### src/rtl/residual_add_pkg.sv
// Shared types and helpers for the residual merge stage: FSM states,
// the element-count helper and the saturating fixed-point adder.
package residual_pkg;

    typedef enum logic [1:0] {
        IDLE = 2'd0,
        RUN  = 2'd1,
        DONE = 2'd2
    } state_t;

    localparam int DATA_W = 16;

    function automatic int elems_per_lane(input int featureSize, input int channels, input int lanes);
        return featureSize * featureSize / lanes * channels;
    endfunction

    localparam int ELEMS_PER_LANE = elems_per_lane(14, 48, 2);

    // The N+1 bit sum has overflowed exactly when its top two bits disagree;
    // the top bit then tells which rail to clamp to.
    function automatic logic [DATA_W-1:0] sat_add(input logic [DATA_W-1:0] a, input logic [DATA_W-1:0] b);
        logic [DATA_W:0] sum;
        sum = {a[DATA_W-1], a} + {b[DATA_W-1], b};
        if (sum[DATA_W] != sum[DATA_W-1])
            sat_add = sum[DATA_W] ? {1'b1, {(DATA_W-1){1'b0}}} : {1'b0, {(DATA_W-1){1'b1}}};
        else
            sat_add = sum[DATA_W-1:0];
    endfunction

endpackage

### src/rtl/residual_add_sync_fifo.sv
// Single-clock FIFO with an occupancy counter so full and empty stay
// distinguishable when the pointers meet. DEPTH must be a power of 2 so the
// pointers wrap naturally.
module sync_fifo #(
    parameter int WIDTH = 8,
    parameter int DEPTH = 16
)(
    input  logic             clk,
    input  logic             rst,
    input  logic             push,
    input  logic             pop,
    input  logic [WIDTH-1:0] din,
    output logic [WIDTH-1:0] dout,
    output logic             full,
    output logic             empty,
    output logic             push_drop
);

    localparam int PTR_W = $clog2(DEPTH);
    localparam int CNT_W = $clog2(DEPTH + 1);

    logic [WIDTH-1:0] mem_q [DEPTH];
    logic [PTR_W-1:0] wrPtr_q;
    logic [PTR_W-1:0] rdPtr_q;
    logic [CNT_W-1:0] count_q;
    logic             doPush;
    logic             doPop;

    // A pop only happens on a non-empty FIFO; a push into a full FIFO
    // survives only when the same edge frees a slot.
    assign empty     = (count_q == '0);
    assign full      = (count_q == CNT_W'(DEPTH));
    assign doPop     = pop && !empty;
    assign doPush    = push && (!full || doPop);
    assign push_drop = push && !doPush;
    assign dout      = mem_q[rdPtr_q];

    // Storage array, written only by accepted pushes.
    always_ff @(posedge clk) begin
        if (doPush)
            mem_q[wrPtr_q] <= din;
    end

    // Pointers and occupancy.
    always_ff @(posedge clk) begin
        if (rst) begin
            wrPtr_q <= '0;
            rdPtr_q <= '0;
            count_q <= '0;
        end else begin
            if (doPush)
                wrPtr_q <= wrPtr_q + PTR_W'(1);
            if (doPop)
                rdPtr_q <= rdPtr_q + PTR_W'(1);
            case ({doPush, doPop})
                2'b10:   count_q <= count_q + CNT_W'(1);
                2'b01:   count_q <= count_q - CNT_W'(1);
                default: count_q <= count_q;
            endcase
        end
    end

endmodule

### src/rtl/residual_add.sv
// Residual merge: pairs main-branch and shortcut elements lane by lane via
// per-lane FIFOs and emits their saturated sum, one run of ELEMS per lane.
module residual_add
    import residual_pkg::*;
#(
    parameter int N                = DATA_W,
    parameter int Q                = 8,
    parameter int CHANNELS         = 48,
    parameter int FEATURE_SIZE     = 14,
    parameter int SPATIAL_PARALLEL = 2,
    parameter int FIFO_DEPTH       = 16,
    localparam int TAG_W = $clog2(CHANNELS),
    localparam int ELEMS = elems_per_lane(FEATURE_SIZE, CHANNELS, SPATIAL_PARALLEL),
    localparam int CNT_W = $clog2(ELEMS + 1)
)(
    input  logic                                clk,
    input  logic                                rst,
    input  logic                                en,
    input  logic [SPATIAL_PARALLEL*N-1:0]       main_data,
    input  logic [SPATIAL_PARALLEL*TAG_W-1:0]   main_channel,
    input  logic [SPATIAL_PARALLEL-1:0]         main_valid,
    input  logic [SPATIAL_PARALLEL*N-1:0]       sc_data,
    input  logic [SPATIAL_PARALLEL*TAG_W-1:0]   sc_channel,
    input  logic [SPATIAL_PARALLEL-1:0]         sc_valid,
    output logic [SPATIAL_PARALLEL*N-1:0]       data_out,
    output logic [SPATIAL_PARALLEL*TAG_W-1:0]   channel_out,
    output logic [SPATIAL_PARALLEL-1:0]         valid_out,
    output logic                                done,
    output logic                                overflow,
    output logic                                tag_mismatch,
    output logic [CNT_W-1:0]                    out_count
);

    localparam int ENT_W = N + TAG_W;

    // Both branches carry the same Q scale, so the add needs no alignment.
    localparam int unusedFracBits = Q;

    state_t                              state_q;
    logic                                done_q;
    logic                                overflow_q;
    logic                                tagMismatch_q;
    logic [SPATIAL_PARALLEL*N-1:0]       dataOut_q;
    logic [SPATIAL_PARALLEL*TAG_W-1:0]   chanOut_q;
    logic [SPATIAL_PARALLEL-1:0]         validOut_q;
    logic [CNT_W-1:0]                    laneCnt_q [SPATIAL_PARALLEL];
    logic [CNT_W-1:0]                    laneCnt_d [SPATIAL_PARALLEL];

    logic                                fifoClear;
    logic [SPATIAL_PARALLEL-1:0]         mainPush;
    logic [SPATIAL_PARALLEL-1:0]         scPush;
    logic [SPATIAL_PARALLEL-1:0]         pop;
    logic [SPATIAL_PARALLEL-1:0]         laneDrop;
    logic [SPATIAL_PARALLEL-1:0]         laneTagDiff;
    logic [SPATIAL_PARALLEL-1:0]         laneAtLimit;
    logic [N-1:0]                        laneSum [SPATIAL_PARALLEL];
    logic [TAG_W-1:0]                    laneTag [SPATIAL_PARALLEL];

    // FIFOs are held empty throughout IDLE, which also clears them on the
    // edge that enters RUN; inputs only reach them while running.
    assign fifoClear = rst || (state_q == IDLE);
    assign mainPush  = (state_q == RUN) ? main_valid : '0;
    assign scPush    = (state_q == RUN) ? sc_valid   : '0;

    for (genvar i = 0; i < SPATIAL_PARALLEL; i++) begin : gLane
        logic [ENT_W-1:0] mainDout;
        logic [ENT_W-1:0] scDout;
        logic             mainEmpty;
        logic             scEmpty;
        logic             mainFull;
        logic             scFull;
        logic             mainDrop;
        logic             scDrop;
        logic             unusedFull;

        sync_fifo #(.WIDTH(ENT_W), .DEPTH(FIFO_DEPTH)) uMainFifo (
            .clk       (clk),
            .rst       (fifoClear),
            .push      (mainPush[i]),
            .pop       (pop[i]),
            .din       ({main_channel[i*TAG_W +: TAG_W], main_data[i*N +: N]}),
            .dout      (mainDout),
            .full      (mainFull),
            .empty     (mainEmpty),
            .push_drop (mainDrop)
        );

        sync_fifo #(.WIDTH(ENT_W), .DEPTH(FIFO_DEPTH)) uScFifo (
            .clk       (clk),
            .rst       (fifoClear),
            .push      (scPush[i]),
            .pop       (pop[i]),
            .din       ({sc_channel[i*TAG_W +: TAG_W], sc_data[i*N +: N]}),
            .dout      (scDout),
            .full      (scFull),
            .empty     (scEmpty),
            .push_drop (scDrop)
        );

        assign unusedFull     = mainFull | scFull;
        assign laneAtLimit[i] = (laneCnt_q[i] == CNT_W'(ELEMS));
        assign pop[i]         = (state_q == RUN) && !mainEmpty && !scEmpty && !laneAtLimit[i];
        assign laneSum[i]     = sat_add(mainDout[N-1:0], scDout[N-1:0]);
        assign laneTag[i]     = mainDout[ENT_W-1:N];
        assign laneTagDiff[i] = (mainDout[ENT_W-1:N] != scDout[ENT_W-1:N]);
        assign laneDrop[i]    = mainDrop | scDrop;
    end

    // Next value of each lane counter; saturation comes from pop being
    // blocked once a lane has reached ELEMS.
    always_comb begin
        for (int i = 0; i < SPATIAL_PARALLEL; i++) begin
            laneCnt_d[i] = laneCnt_q[i];
            if (pop[i])
                laneCnt_d[i] = laneCnt_q[i] + CNT_W'(1);
        end
    end

    // Run control, lane counters, sticky flags and the registered outputs.
    always_ff @(posedge clk) begin
        if (rst) begin
            state_q       <= IDLE;
            done_q        <= 1'b0;
            overflow_q    <= 1'b0;
            tagMismatch_q <= 1'b0;
            dataOut_q     <= '0;
            chanOut_q     <= '0;
            validOut_q    <= '0;
            for (int i = 0; i < SPATIAL_PARALLEL; i++)
                laneCnt_q[i] <= '0;
        end else begin
            validOut_q <= pop;
            for (int i = 0; i < SPATIAL_PARALLEL; i++) begin
                if (pop[i]) begin
                    dataOut_q[i*N +: N]         <= laneSum[i];
                    chanOut_q[i*TAG_W +: TAG_W] <= laneTag[i];
                end
            end
            case (state_q)
                IDLE: begin
                    if (en) begin
                        state_q       <= RUN;
                        overflow_q    <= 1'b0;
                        tagMismatch_q <= 1'b0;
                        for (int i = 0; i < SPATIAL_PARALLEL; i++)
                            laneCnt_q[i] <= '0;
                    end
                end
                RUN: begin
                    for (int i = 0; i < SPATIAL_PARALLEL; i++)
                        laneCnt_q[i] <= laneCnt_d[i];
                    if (|laneDrop)
                        overflow_q <= 1'b1;
                    if (|(pop & laneTagDiff))
                        tagMismatch_q <= 1'b1;
                    if (&laneAtLimit) begin
                        state_q <= DONE;
                        done_q  <= 1'b1;
                    end
                end
                DONE: begin
                    if (!en) begin
                        state_q <= IDLE;
                        done_q  <= 1'b0;
                    end
                end
                default: begin
                    state_q <= IDLE;
                    done_q  <= 1'b0;
                end
            endcase
        end
    end

    assign data_out     = dataOut_q;
    assign channel_out  = chanOut_q;
    assign valid_out    = validOut_q;
    assign done         = done_q;
    assign overflow     = overflow_q;
    assign tag_mismatch = tagMismatch_q;
    assign out_count    = laneCnt_q[0];

endmodule

### config.mk
export PLATFORM = sky130hd
export DESIGN_NAME = residual_add
export DESIGN_NICKNAME = d
export VERILOG_FILES = /design/src/rtl/residual_add_pkg.sv /design/src/rtl/residual_add_sync_fifo.sv /design/src/rtl/residual_add.sv
export SDC_FILE = /design/constraint.sdc
export NUM_CORES = 1
export LEC_CHECK = 0
export CORE_MARGIN = 5
export CORE_UTILIZATION = 30
export DETAILED_ROUTE_END_ITERATION = 10
export HOLD_SLACK_MARGIN = 0.1
export SLEW_MARGIN = 10
export SYNTH_ARGS = -nofsm -noshare
export SYNTH_HDL_FRONTEND = slang
export SYNTH_SLANG_ARGS = --single-unit
export TNS_END_PERCENT = 30
### constraint.sdc
create_clock -name clk -period 6.5 [get_ports clk]
set_input_delay 0.65 -clock clk [delete_from_list [all_inputs] [get_ports clk]]
set_output_delay 0.65 -clock clk [all_outputs]
set_load 0.02 [all_outputs]
==> metrics, run 1 <==
register bit total from synthesis ~1600; Remaining DRCs 0; worst-margin pin slew 1.092 ns; DP Worst Slack between 1.5 and 2 ns; dominant synthesized flop cell edfxtp_1; dpl cell area ~0.067 sq mm; critical-path cell list buf_4, mux4_2, mux4_2, ha_1, a21oi_1, o211ai_1, a31oi_1, o22ai_1, nor2_1, xor2_1, or2_1, o22ai_1; initial core utilization between 30 and 40%; DRT iter0 DRCs about 2800; Root Buffer clkbuf_16; Async SR Flop Fraction 0%; Worst path slowest cell dfxtp_4; worst skew pair latency between 0.7 and 0.8 ns; Final setup viols 0; Layout area overhead 16.85%; Total Wirelength around 140000 um; post-DP HPWL 84500 um; endpoints failing hold 0; drt first pass iters 5; cells on worst reg2reg path 12; I/O pin count roughly 160; Setup TNS Final 0 ns; P per Cell Area ~290 mW/mm^2; Max Cap Viol 0; multi-input logic area 0.01528 sq mm; worst r2r dst data_out[27]; register area between 0.04 and 0.05 sq mm; Post-synth EDFFs 1434; H-tree depth 4; row cnt 166; Worst path max stage delay 0.88 ns; RSZ-0062 raised after global routing no; Syn. warnings 0; Mean Syn Cell Area just over 20 sq um; run status complete, no violations; CP arrival approximately 5.4 ns; die area 0.2142 sq mm; Final WS setup around 1.8 ns; I/O Buffers about 160; Final Core Density roughly a third; number of vias per cell between 4 and 5; synthesized cell area 0.06152 sq mm; Final min period between 4 and 5 ns; leak pwr between 20 and 25 nW; antenna-violating nets left 0; Nets ~3500; sequential area share after synthesis ~74%; clock-pin transition on the worst setup and hold timing paths approximately 0.060 ns; period utilization between 70 and 80%; reg-to-reg slack, setup around 1.8 ns; Fin Clk Skew between 0.04 and 0.05 ns; CTS tree done; largest net degree at the start of global routing 59; core box area between 0.2 and 0.25 sq mm; post-route cell area 0.07189 sq mm; Slew headroom roughly 27%; Global Route Usage Sum a little over an eighth; Final Slew Violations 0; Post-CTS Setup Bufs 0; chip height ~460 um; routed via count around 30000; Hold Crit Class reg -> reg; GPL Wtd Cong 0.7775; Die Wd between 400 and 500 um; initial antenna violation count 26; Hold Path Depth 2; global-route wire length before repair approximately 210000 um; Synth top area share ~70%; CTS buffer count between 150 and 200; CP max FO 40; top post-synthesis cells by area edfxtp_1 70%, mux4_2 15%, dfxtp_1 3.9%, ha_1 1.5%, nor2_1 0.95%; Required @ worst endpoint 7.14 ns; Longest Clk Path Bufs 3; number of library cell types mapped by synthesis 63; post-CTS sizing 0; vias in the first global route between 30000 and 40000; Fill cells 18940; Post-CTS Hold Fix Bufs 0; Syn Nets approximately 3200; HP Start channel_out[3]; total clock sinks between 1500 and 2000; share of post-route cells with drive strength above 1 23.58%; CP startpoint kind flop; Crit Path Class reg -> reg; Congestion Overflow GR 0; FMAX between 0.2 and 0.25 GHz; leading area contributor after synthesis edfxtp_1; Hold Path End channel_out[3]; post-synthesis cell count 3023; VDD IR max approximately 0.00024 V; Worst setup EP type flop; drt wl/cell ~24 um
==> flip-flops by register name, summed over array words and instances (netlist names), named ones only <==
| register | count |
|---|---|
| gLane.uScFifo.mem_q | 704 |
| state_q | 2 |
| gLane.uScFifo.rdPtr_q | 8 |
| gLane.uMainFifo.count_q | 10 |
| gLane.uMainFifo.wrPtr_q | 8 |
| laneCnt_q | 26 |
| valid_out | 2 |
| gLane.uScFifo.wrPtr_q | 8 |
| gLane.uMainFifo.mem_q | 704 |
| gLane.uMainFifo.rdPtr_q | 8 |
| data_out | 32 |
| overflow | 1 |
| tag_mismatch | 1 |
| channel_out | 12 |
| gLane.uScFifo.count_q | 10 |
| done | 1 |
==> cell usage after synthesis, types with 13 or more instances <==
master	n
nor3_1	16
clkbuf_1	69
buf_1	22
mux2i_1	16
a21o_1	13
buf_2	41
mux4_2	421
and2_1	52
buf_4	14
xor2_1	55
and3_1	24
o21ai_0	21
dfxtp_1	119
nor2b_1	15
a211oi_1	17
a22oi_1	23
nand2_1	79
nand4_1	14
nor2_1	156
inv_1	45
ha_1	72
edfxtp_1	1434
xnor2_1	32
or3_1	14
a21oi_1	78
==> cell type report <==
class | count | share of cell area, %
multi-input combinational | 1272 | 21.25
inverter | 50 | 0.2611
antenna | 10 | 0.03481
tap | 2688 | 4.679
clock inverter | 88 | 1.344
timing repair buffer | 260 | 3.307
clock buffer | 204 | 5.857
sequential | 1553 | 63.27
==> cells in the final DEF, fill, tap and decap left out, drive strengths merged, types with 16 or more instances in the layout <==
master         instances
buf                  105
nor3                  16
mux4                 421
clkbuf               204
xor2                  55
edfxtp              1434
clkdlybuf4s50        155
a22oi                 23
inv                   63
dfxtp                119
mux2i                 16
maj3                  17
a211oi                27
and2                  52
clkinv                61
nor2                 156
nand2                 79
o21ai                 29
a21oi                 78
and3                  24
ha                    72
xnor2                 32
==> power by group <==
group	total (mW)	switching, mW	internal [mW]	leakage [nW]
combinational	0.514	0.326	0.187	5.71
clock	9.03	3.94	5.09	2.51
sequential	11.0	0.0223	10.9	13.9
total	20.5	4.28	16.2	22.1
==> worst max path at each step <==
stage / slack, ns / start / cells past startpoint / to
after global placement: 1.78 / flop / 12 / data_out[1]
after global routing: 1.37 / flop / 12 / data_out[27]
after CTS: 1.77 / flop / 12 / data_out[27]
final: 1.76 / flop / 12 / data_out[27]
after floorplan: 1.63 / flop / 19 / data_out[10]
after detailed placement: 1.75 / flop / 12 / data_out[27]
==> kinds of logic after synthesis <==
| logic type | Yosys count | synth area share, % |
|---|---|---|
| DFF | 1553 | 73.87 |
| muxes | 437 | 15.67 |
| and+or+nand+nor | 418 | 3.299 |
| AOI/OAI and AO/OA | 235 | 2.571 |
| buffers and inverters | 198 | 1.401 |
| adders and majority gates | 95 | 1.952 |
| xor gates and xnor gates | 87 | 1.239 |
==> stage by stage <==
step	instances	hold slack [ns]	power [mW]
6_report	6125	0.4626	20.51
5_1_grt	6118	0.4696	21.23
4_1_cts	6115	0.4657	20.76
3_5_place_dp	5823	0.4572	11.70
3_3_place_gp	5823	0.4508	11.68
2_1_floorplan	3023	0.4674	11.43
==> critical path, delay by kind of cell (launching register included) <==
kind                       cells  cell delay [ns]
buffers and inverters          1             0.34
xor gates and xnor gates       1             0.39
and+or+nand+nor                2             0.60
adders and majority gates      1             0.39
muxes                          2             1.03
DFF                            1             0.88
AOI/OAI and AO/OA              5             0.92
==> per-layer routing <==
| metal | up-vias | part of all wire, % | track usage [%] |
|---|---|---|---|
| met5 | - | 0.075 | 0 |
| li1 | 12950 | - | - |
| met2 | 872 | 49 | 21.93 |
| met3 | 224 | 6.3 | 3.111 |
| met1 | 15670 | 42 | 17.62 |
| met4 | 18 | 2.7 | 3.964 |
No activity file was read; power rests on OpenSTA's default activity.
==> run 2, diff against run 1 <==
==> constraint.sdc (replaced) <==
create_clock -name clk -period 4.45 [get_ports clk]
set_input_delay 0.445 -clock clk [delete_from_list [all_inputs] [get_ports clk]]
set_output_delay 0.445 -clock clk [all_outputs]
set_load 0.02 [all_outputs]
==> run 2 against run 1 <==
Effect of this change: final cell count grew 0.75%; count of clock-buffer cells in the layout is 1 lower; register-to-register slack got worse by 1.6 ns; non-clock buffer count rose by 45; sequential power rose by 45%; die area stayed put; sequential cell count stayed put; critical path depth unchanged; setup slack lost 1.6 ns; power grew 48%; worst hold slack got worse by 0.063 ns; highest routed layer unchanged.
==> metrics, run 2 (synthesis gave the netlist of run 1 again) <==
endpoints failing hold 0; Layout area overhead 17.93%; post-DP HPWL approximately 88000 um; GRT met3 Usage 3.218%; Required @ worst endpoint between 5 and 6 ns; period utilization 95.56%; Global Route Usage Sum about 13%; leak pwr around 22 nW; CP startpoint kind flop; die area about 0.21 sq mm; worst skew pair latency about 0.78 ns; Post-CTS Setup Bufs 0; antenna-violating nets left 0; drt first pass iters 5; worst-margin pin slew 1.142 ns; Nets ~3500; Die Wd 462.9 um; HP Start en; GPL Wtd Cong between 0.7 and 0.8; Setup TNS Final 0 ns; P per Cell Area 417.6 mW/mm^2; Crit Path Class reg -> reg; Final Core Density 35.50%; Hold Path Depth 3; row cnt 166; CP max FO 17; Fill cells 18950; total clock sinks about 1600; vias in the first global route around 31000; Congestion Overflow GR 0; Final Slew Violations 0; number of vias per cell 4.850; run status complete, no violations; DRT iter0 DRCs approximately 2700; VDD IR max between 0.0003 and 0.0004 V; Remaining DRCs 0; Fin Clk Skew 0.02747 ns; multi-input logic area about 0.015 sq mm; I/O pin count between 150 and 200; Final WS setup roughly 0.2 ns; dpl cells about 6000; Slew headroom about a quarter; routed via count 29930; drt wl/cell about 24 um; Max Cap Viol 0; met2 Use GR between 20% and 30%; initial antenna violation count 32; global-route wire length before repair 213600 um; Final min period between 4 and 5 ns; commonest cells after routing, fill and taps aside 1434 x edfxtp_1, 421 x mux4_2, 162 x clkbuf_16; Root Buffer clkbuf_16; share of post-route cells with drive strength above 1 around a quarter; CTS buffer count between 150 and 200; CP arrival 4.95 ns; I/O Buffers between 150 and 200; gr busiest metal met2; Final setup viols 0; clock-pin transition on the worst setup and hold timing paths approximately 0.06 ns; FMAX 0.2352 GHz; commonest non-fill, non-tap cell in the layout edfxtp_1; DP Worst Slack between 0.1 and 0.15 ns; register area about 0.045 sq mm; largest net degree at the start of global routing 46; H-tree depth 4; chip height approximately 460 um; CTS tree done; GR Layer Usage met1 17.51%; Worst setup EP type flop; core box area 0.2044 sq mm; cells on worst reg2reg path 12; worst hold slack about 0.4 ns; Hold Crit Class in -> reg; initial core utilization 30.10%; Post-Layout Cell Count between 6000 and 7000; Longest Clk Path Bufs 3; Total Wirelength roughly 150000 um
run 2: cell types whose count changed in the layout (fill, tap and decap cells not counted), sizes merged:
cell,before,now
clkbuf,204,203
clkinvlp,3,8
inv,63,66
clkinv,61,45
buf,105,149
bufinv,11,18
diode,10,13
dlygate4sd3,0,1
run 2: final cells by class:
| cell class | instances | share of cell area (%) |
|---|---|---|
| sequential | 1553 | 62.69 |
| multi-input combinational | 1272 | 21.09 |
| clock buffer | 203 | 5.814 |
| tap | 2688 | 4.636 |
| timing repair buffer | 305 | 3.998 |
| clock inverter | 87 | 1.469 |
| inverter | 50 | 0.2587 |
| antenna | 13 | 0.04484 |
run 2: metrics by stage:
stage / instance area, sq um / total power, mW
6_report: 72550 / 30.30
5_1_grt: 72520 / 31.35
4_1_cts: 72490 / 30.65
3_5_place_dp: 67200 / 17.09
3_3_place_gp: 67200 / 17.07
2_1_floorplan: 61610 / 16.69
run 2: repair_timing:
item | 4_1_cts | 5_1_grt
hold endpoints to repair | 16 | 0
hold buffers | 1 | 0
endpoints found under the setup margin | 0 | 25
resized for setup | 0 | 6
run 2: path summary, 6_finish.rpt:
| kind | slack (ns) | end |
|---|---|---|
| worst max-delay path | 0.20 | data_out[2] |
| worst min-delay path | 0.40 | state_q[0] |
| worst max register to register | 0.20 | data_out[2] |
| worst min register to register | 0.46 | channel_out[3] |
run 2: critical path, stage by stage, from the launching register on:
cell	delay (ns)
dfxtp_4	0.48
buf_12	0.23
mux4_2	0.51
mux4_2	0.54
ha_1	0.30
a211oi_2	0.28
o21ai_2	0.12
a211oi_4	0.31
o31ai_2	0.11
a221oi_2	0.41
xnor2_4	0.24
maj3_1	0.41
a211oi_1	0.22
run 2: where the power goes:
group	switching, mW	total [mW]	internal (mW)
sequential	0.0328	16.0	16.0
clock	5.68	13.5	7.84
combinational	0.483	0.763	0.280
total	6.20	30.3	24.1
run 2: routing by layer:
| layer | routed length, um | part of all wire (%) |
|---|---|---|
| met5 | 115 | 0.079 |
| met4 | 4633 | 3.2 |
| met3 | 9384 | 6.4 |
| met2 | 71180 | 49 |
| met1 | 60960 | 42 |
